File: config.mk
export PLATFORM = sky130hd
export DESIGN_NAME = booth_mult_scheduler
export DESIGN_NICKNAME = d
export VERILOG_FILES = /design/src/rtl/booth_mult_scheduler.sv
export SDC_FILE = /design/constraint.sdc
export NUM_CORES = 1
export LEC_CHECK = 0
export ABC_AREA = 1
export CORE_MARGIN = 2
export CORE_UTILIZATION = 65
export DETAILED_ROUTE_END_ITERATION = 6
export DONT_BUFFER_PORTS = 1
export GPL_TIMING_DRIVEN = 0
export PLACE_DENSITY_LB_ADDON = 0.12
export SETUP_SLACK_MARGIN = 0.02
export SLEW_MARGIN = 20
export SYNTH_ARGS = -nofsm -noshare
export SYNTH_HDL_FRONTEND = slang
export SYNTH_SLANG_ARGS = --single-unit
export TNS_END_PERCENT = 1
File: constraint.sdc
create_clock -name clk -period 3.9 [get_ports clk]
set_clock_uncertainty 0.05 [all_clocks]
set_input_delay 0.39 -clock clk [delete_from_list [all_inputs] [get_ports clk]]
set_output_delay 0.39 -clock clk [all_outputs]
set_load 0.01 [all_outputs]
File: src/rtl/booth_mult_scheduler.sv
// Round-robin scheduler sharing one radix-2 Booth sequential multiplier among NREQ requesters.
// Each accepted request yields one signed 2W-bit product, tagged with the requester index.
module booth_mult_scheduler #(
    parameter int unsigned W    = 16,
    parameter int unsigned NREQ = 4,
    parameter int unsigned IDW  = 2
) (
    input  logic                   clk,
    input  logic                   rst_n,
    input  logic [NREQ-1:0]        req_valid,
    output logic [NREQ-1:0]        req_ready,
    input  logic [NREQ*W-1:0]      req_a,
    input  logic [NREQ*W-1:0]      req_b,
    output logic                   rsp_valid,
    input  logic                   rsp_ready,
    output logic [IDW-1:0]         rsp_id,
    output logic [2*W-1:0]         rsp_product,
    output logic                   busy
);

    localparam int unsigned CW = $clog2(W);

    typedef enum logic [1:0] {
        ST_IDLE = 2'd0,
        ST_CALC = 2'd1,
        ST_DONE = 2'd2
    } state_t;

    state_t          r_state;
    state_t          w_state_nxt;
    logic [IDW-1:0]  r_ptr;
    logic [IDW-1:0]  r_id;
    logic [W:0]      r_a;
    logic [W-1:0]    r_q;
    logic [W-1:0]    r_m;
    logic            r_qm1;
    logic [CW-1:0]   r_cnt;
    logic            r_rsp_valid;

    logic            w_grant_any;
    logic [IDW-1:0]  w_grant_idx;
    logic [W:0]      w_a_sum;

    // Round-robin search starting just after the last granted requester.
    always_comb begin
        int unsigned w_cand;
        w_grant_any = 1'b0;
        w_grant_idx = '0;
        w_cand      = 0;
        for (int unsigned k = 1; k <= NREQ; k++) begin
            w_cand = 32'(r_ptr) + k;
            if (w_cand >= NREQ) begin
                w_cand = w_cand - NREQ;
            end
            if (!w_grant_any && req_valid[IDW'(w_cand)]) begin
                w_grant_any = 1'b1;
                w_grant_idx = IDW'(w_cand);
            end
        end
    end

    always_ff @(posedge clk or negedge rst_n) begin
        if (!rst_n) begin
            r_state <= ST_IDLE;
        end else begin
            r_state <= w_state_nxt;
        end
    end

    always_comb begin
        w_state_nxt = r_state;
        req_ready   = '0;
        case (r_state)
            ST_IDLE: begin
                if (w_grant_any) begin
                    req_ready   = NREQ'(1) << w_grant_idx;
                    w_state_nxt = ST_CALC;
                end
            end
            ST_CALC: begin
                if (r_cnt == '0) begin
                    w_state_nxt = ST_DONE;
                end
            end
            ST_DONE: begin
                if (rsp_ready) begin
                    w_state_nxt = ST_IDLE;
                end
            end
            default: w_state_nxt = ST_IDLE;
        endcase
    end

    // Booth add/subtract; A carries one extra bit so -M of the most negative M fits.
    always_comb begin
        w_a_sum = r_a;
        case ({r_q[0], r_qm1})
            2'b01:   w_a_sum = r_a + {r_m[W-1], r_m};
            2'b10:   w_a_sum = r_a - {r_m[W-1], r_m};
            default: w_a_sum = r_a;
        endcase
    end

    always_ff @(posedge clk or negedge rst_n) begin
        if (!rst_n) begin
            r_ptr       <= IDW'(NREQ - 1);
            r_id        <= '0;
            r_a         <= '0;
            r_q         <= '0;
            r_m         <= '0;
            r_qm1       <= 1'b0;
            r_cnt       <= '0;
            r_rsp_valid <= 1'b0;
        end else begin
            case (r_state)
                ST_IDLE: begin
                    if (w_grant_any) begin
                        r_m   <= req_a[32'(w_grant_idx)*W +: W];
                        r_q   <= req_b[32'(w_grant_idx)*W +: W];
                        r_a   <= '0;
                        r_qm1 <= 1'b0;
                        r_cnt <= CW'(W - 1);
                        r_id  <= w_grant_idx;
                        r_ptr <= w_grant_idx;
                    end
                end
                ST_CALC: begin
                    r_a   <= {w_a_sum[W], w_a_sum[W:1]};
                    r_q   <= {w_a_sum[0], r_q[W-1:1]};
                    r_qm1 <= r_q[0];
                    r_cnt <= r_cnt - CW'(1);
                    if (r_cnt == '0) begin
                        r_rsp_valid <= 1'b1;
                    end
                end
                ST_DONE: begin
                    if (rsp_ready) begin
                        r_rsp_valid <= 1'b0;
                    end
                end
                default: r_rsp_valid <= 1'b0;
            endcase
        end
    end

    assign rsp_valid   = r_rsp_valid;
    assign rsp_id      = r_id;
    assign rsp_product = {r_a[W-1:0], r_q};
    assign busy        = (r_state != ST_IDLE);

endmodule
==> results.md, run 1 <==
* Final ANT Viol Nets at 0
* Core Footprint at 0.00769 mm2
* FP Rows at 32
* Top cells by area, synth: dfrtp_1 28%, nand2_1 20%, nand3_1 8.5%
* Mean Syn Cell Area at 6.43 um2
* Fillers at 690
* Post-layout min period at 3.45 ns
* Worst relative slew slack at 63.1%
* Vias per cell at 5.89
* Via count at 5405
* Synthesized area at 0.00513 mm2
* Routed wire length at 14.6 mm
* Final setup violation count at 0
* Synth Warn # at 0
* H-Tree Depth at 3
* Total iterations of the first detailed-routing run at 6
* GRT overflow at 0
* Remaining DRCs at 0
* Share of the synthesized area in the top cell type at 28.3%
* Slowest stage delay, CP at 0.47 ns
* Mapped Cells at 798
* Crit path buf inv count at 3
* Number of synthesized flops with an enable pin at 0
* CP delay by family, top: compound AO/OA/AOI/OAI gates
* Final slew viol count at 0
* Post-synth top flop: dfrtp_1
* Status: complete, no violations
* Post-synth ARST share at 100%
* Final Cycle Share at 88.5%
* Final setup TNS at 0 ns
* Die area at 0.00863 mm2
* Synth cell types at 43
* GP Congestion at 0.967
* HPWL Detailed at 11.5 mm
* GRT Overall Usage at 34.6%
* Clock Latency Late Sink at 0.35 ns
* Startpoint types: flop
* Initial core utilization at 66.8%
* Worst-Margin Slew at 0.553 ns
* Clk root buf: clkbuf_8
* Cell mode on critical path: nand3_1
* CTS max path bufs at 2
* Final Hold Fails at 0
* Initial antenna violation count at 0
* Vias in the first global route at 5055
* Antenna cells at 0
* Flip-flop and latch count after synthesis at 60
* CP required at 4.12 ns
* First-pass GRT wire length at 23.8 mm
* Worst Path Arrival at 3.67 ns
* Clock sink count at 60
* TritonCTS clock tree: done
* Commonest cells after routing, fill and taps aside: 280 x nand2_1, 90 x inv_1, 87 x nand3_1, 58 x dfrtp_1, 49 x a21oi_1
* Critical path type: reg -> reg
* Crit path max-delay cell type: dfrtp_1
* Reg clk slew, reported paths at 0.07 ns
* Hold WC Path Type: in -> reg
* Sequential area share after synthesis at 29.3%
* Die span in x at 92.9 um
* Unrepaired setup endpoints after global routing: true
* Final nets at 966
* Syn_nets at 953
* CTS Buf Count at 9
* Num ports at 175
* Commonest non-fill, non-tap cell in the layout: nand2_1
* Proportion of layout cells with a drive suffix above 1 at 8.59%
* WL/cell at 15.9 um
* Die H at 92.9 um
* CP max FO at 10
* Pin count of the biggest net entering global routing at 61
* Maximum operating frequency at 290 MHz
* Max-capacitance violation count at 0
* Element type at the critical path end: flop
* Synth-to-layout area growth at 6.65%
* Buffers added on ports at 0
* Synth area leader: dfrtp_1
* Crit-path cells: ha_1, clkbuf_1, clkinv_1, nand2_1, xor2_1, inv_1, ha_1, nand2_1, o21ai_0, nor2_1, o21ai_1, nand3_1, nand3_1, nand3_1, a21oi_1
* DRT iter0 DRCs at 378
[metrics by stage]
stage	util, %	worst slack [ns]	area, um2	hold WS [ns]	cells
after floorplan	-	1.06	5130	0.0444	798
final	71.2	0.450	5480	0.164	917
after detailed placement	68.5	0.320	5260	0.0458	900
after global placement	68.5	0.423	5260	0.0455	900
after global routing	71.2	0.0134	5480	0.193	917
after CTS	71.2	0.297	5480	0.157	917
[tightest hold or removal path, delay by kind of cell]
family	cells	cell delay (ns)
simple gates	2	0.08
buf+inv	1	0.05
[layout make-up]
class                   count  area [um2]  share of cell area (%)
well taps                 102         128                    2.33
flip-flops and latches     60        1500                    27.5
plain buffers              32         198                    3.61
clock inverters             4        25.0                   0.457
inverters                  98         370                    6.76
repair buffers              2        37.5                   0.685
multi-input cells         608        3060                    55.9
clock buffers              11         151                    2.76
[synthesized netlist by cell type, drive strengths merged (2+ instances only)]
cell type and n:
o221ai 2, nand4 5, buf 26, a31oi 2, inv 97, a22oi 3, nor2 35, dfstp 2
nand3b 3, a21oi 50, o211ai 18, nand3 88, nand2 291, dfrtp 58, o21ai 47, xnor2 9
ha 19, clkbuf 6, o31ai 2, nor3 12, xor2 13
[registers in the layout, indices dropped and copies added, names as in the netlist]
| register | count |
|---|---|
| rsp_id | 2 |
| rsp_valid | 1 |
| r_state | 2 |
| r_m | 16 |
| r_cnt | 4 |
| r_ptr | 2 |
| r_a | 16 |
| r_q | 16 |
| r_qm1 | 1 |
[metal layers]
| metal | global-route usage, % | wire length (um) |
|---|---|---|
| met1 | 44.8 | 5970 |
| met2 | 57.7 | 7000 |
| met3 | 5.86 | 1180 |
| met4 | 13.4 | 421 |
| met5 | 0 | 0 |
[kinds of logic after synthesis]
group | after synthesis | synth area share [%]
and+or+nand+nor | 437 | 36.7
buffers and inverters | 130 | 11.1
AOI/OAI and AO/OA | 129 | 14.2
DFF | 60 | 29.3
xor gates and xnor gates | 22 | 3.75
adders and majority gates | 20 | 5.02
[path summary, 6_finish.rpt]
path                       slack (ns)  cells after the start         end       from
setup / recovery                 0.45                     15     r_a[14]     r_q[0]
hold / removal                   0.16                      3  r_state[1]  rsp_ready
setup reg to reg                 0.45                     15     r_a[14]     r_q[0]
hold reg to reg                  0.46                      2     r_m[11]    r_m[11]
max in group asynchronous        2.96                      2    r_ptr[1]      rst_n
min in group asynchronous        0.53                      2      r_a[7]      rst_n
[repair_timing]
action                                  4_1_cts  5_1_grt
endpoints found under the hold margin        60        0
setup buffers                                 0        0
resized for setup                             0        1
hold buffers                                  2        0
endpoints found under the setup margin        0        4
Power of run 1 is left out: the tool's default activity adds up to more than one toggle a clock period on the data nets, which glitch-free logic cannot reach.
==> inputs of run 2 (changes only) <==
Settings changed: ABC_AREA 1 to not set.
==> results.md, run 2 <==
* DRT iter0 DRCs at 283 (-25%)
* Vias per cell at 6.66 (+13%)
* Synth cell count leaders: 58 x dfrtp_1, 56 x nand2_1, 40 x o21ai_0
* Pwr Density at 1150 mW/mm2
* Buffers added on ports at 0 (unchanged)
* Synth-to-layout area growth at 8.72%
* Reg clk slew, reported paths at 0.08 ns (about the same)
* Core Footprint at 0.00687 mm2 (-11%)
* Synth area leader: dfrtp_1
* CTS Buf Count at 9 (unchanged)
* Top cells by area, synth: dfrtp_1 31%, ha_1 5.1%, mux4_2 4.8%
* Crit path max-delay cell type: a41oi_1
* Worst-Margin Slew at 0.547 ns (-0.00649 ns)
* Share of the synthesized area in the top cell type at 31.2% (+2.9 points)
* Final WS setup at 0.229 ns (-0.222 ns)
* Synth cell types at 60 (+40%)
* Mean Syn Cell Area at 9.34 um2 (+45%)
* Worst relative slew slack at 63.1% (about the same)
* Failing checks: design-rule violations
* Unrepaired setup endpoints after global routing: false
* First-pass GRT wire length at 19.3 mm (-19%)
* Startpoint types: flop
* CP required at 4.06 ns (-0.06 ns)
* Via count at 4084 (-24%)
* Clock Latency Late Sink at 0.35 ns (about the same)
* Maximum operating frequency at 272 MHz (-6.0%)
* Die area at 0.00785 mm2 (-9.0%)
* Vias in the first global route at 3947 (-22%)
* Remaining DRCs at 6 (+6)
* Post-synth top flop: dfrtp_1
* Initial core utilization at 67.7% (+0.91 points)
* Leakage at 2.19 nW
* FP Rows at 30 (-6.3%)
* Final setup TNS at 0 ns (unchanged)
* Post-layout min period at 3.67 ns (+0.222 ns)
* Biggest regs: r_a: 16 flops, r_m: 16 flops, r_q: 16 flops
* Total iterations of the first detailed-routing run at 7 (+1)
* Worst Path Arrival at 3.83 ns (+0.16 ns)
* Top-count cell post-synth: dfrtp_1
* Synthesized area at 0.00465 mm2 (-9.4%)
* Hold Slack at 0.144 ns (-0.0196 ns)
* TritonCTS clock tree: done
* Final nets at 666 (-31%)
* Clk root buf: clkbuf_8
* Proportion of layout cells with a drive suffix above 1 at 13.2% (+4.6 points)
* Flip-flop and latch count after synthesis at 60 (unchanged)
* Final Hold Fails at 0 (unchanged)
* Status: finished with violations
* CTS max path bufs at 2 (unchanged)
* Crit-path cells: ha_1, clkbuf_1, clkbuf_2, nor2_1, xnor2_1, ha_1, nor2b_1, o31a_1, a41oi_1, o221ai_1, xnor2_1, o211ai_1, o31ai_1
* Die span in x at 88.6 um (-4.6%)
* Synth Warn # at 0 (unchanged)
* Mapped Cells at 498 (-38%)
* WL/cell at 19.9 um (+25%)
* Sequential area share after synthesis at 32.3% (+3.0 points)
* Syn_nets at 653 (-31%)
* Number of synthesized flops with an enable pin at 0 (unchanged)
* Pre-CTS setup slack at 0.205 ns (-0.114 ns)
* Commonest cells after routing, fill and taps aside: 58 x dfrtp_1, 56 x nand2_1, 40 x o21ai_0, 32 x a21oi_1, 28 x inv_1
* Initial antenna violation count at 1 (+1)
* CP max FO at 10 (unchanged)
* GRT overflow at 0 (unchanged)
* Hold WC Path Type: in -> reg
* H-Tree Depth at 3 (unchanged)
* Post-synth ARST share at 100% (unchanged)
* Die H at 88.6 um (-4.6%)
* GP Congestion at 0.888 (-8.2%)
* Final slew viol count at 0 (unchanged)
* Critical path type: reg -> reg
* Placed inst area at 0.00477 mm2 (-9.3%)
* Routed wire length at 12.2 mm (-16%)
* Final Cycle Share at 94.1% (+5.7 points)
* Post CTS Setup Buffer Count at 0 (unchanged)
* Clock sink count at 60 (unchanged)
* Slowest stage delay, CP at 0.50 ns (+0.03 ns)
* Design Power at 5.82 mW
* Final design area excluding fillers at 0.00506 mm2 (-7.7%)
* Final ANT Viol Nets at 0 (unchanged)
* Worst vdd ir at 0.548 mV
* Commonest non-fill, non-tap cell in the layout: dfrtp_1
* Num ports at 175 (unchanged)
* Element type at the critical path end: flop
* Final setup violation count at 0 (unchanged)
* Max-capacitance violation count at 0 (unchanged)
* GRT Overall Usage at 32.3% (-2.3 points)
* HPWL Detailed at 9.28 mm (-19%)
* Pin count of the biggest net entering global routing at 61 (unchanged)
run 2: cell count changes in the layout (fill, tap and decap cells not counted), moves of 15 or more:
cell / before / now
a21oi_1: 49 / 32
a222oi_1: 0 / 15
inv_1: 90 / 28
mux2_2: 0 / 18
mux2i_1: 0 / 21
nand2_1: 280 / 56
nand3_1: 87 / 8
run 2: worst max-delay path: cells and delay by family, from the launching register on:
kind	cells	cell delay [ns]
XOR/XNOR	2	0.39
AND/OR/NAND/NOR	2	0.26
AO/OA/AOI/OAI	5	1.30
adder cells (fa/ha/maj)	2	0.48
flip-flops	1	0.47
buffers and inverters	2	0.59
run 2: path summary, 6_finish.rpt:
path / endpoint / slack (ns) / cells past startpoint / start
setup / recovery: r_a[15] / 0.23 / 13 / r_q[0]
hold / removal: r_state[1] / 0.14 / 3 / rsp_ready
setup reg to reg: r_a[15] / 0.23 / 13 / r_q[0]
hold reg to reg: r_cnt[3] / 0.48 / 1 / r_cnt[3]
max in group asynchronous: r_ptr[1] / 2.99 / 2 / rst_n
min in group asynchronous: r_q[12] / 0.50 / 2 / rst_n
run 2: where the power goes:
| group | total, mW | switching, mW | leakage, nW | internal, mW |
|---|---|---|---|---|
| Combinational | 3.74 | 2.07 | 1.35 | 1.68 |
| Clock | 0.670 | 0.256 | 0.120 | 0.414 |
| Sequential | 1.41 | 0.461 | 0.727 | 0.948 |
| Total | 5.82 | 2.79 | 2.19 | 3.04 |
run 2: what timing repair did:
item	in CTS	in global routing
hold endpoints to repair	60	0
setup endpoints to repair	0	2
hold buffers	2	0
resized for setup	0	3
run 2: per-stage QoR:
stage	instances	util (%)
floorplan	498	-
global placement	594	69.5
detailed placement	594	69.5
CTS	612	73.5
global route	613	73.6
finish	613	73.6
run 2: layout make-up:
type,count,area [um2]
antenna,1,2.50
buffer,31,181
clock buffer,13,169
clock inverter,3,68.8
fill,506,1810
inverter,28,105
multi-input combinational,379,2870
sequential,60,1500
tap,96,120
timing repair buffer,2,37.5
run 2: cells by family after synthesis:
logic type	synth area share [%]
adder cells (fa/ha/maj)	5.54
AO/OA/AOI/OAI	21.5
flip-flops	32.3
buffers and inverters	6.13
XOR/XNOR	3.95
multiplexers	16.5
AND/OR/NAND/NOR	13.9
run 2: metal layers:
layer	wire length, um	global-route usage [%]	up-vias
met5	0	0	-
met4	292	13.9	0
met3	906	5.32	29
met2	6040	53.1	210
met1	4980	42.3	1967
li1	-	-	1878
No activity file was read; power rests on OpenSTA's default activity.
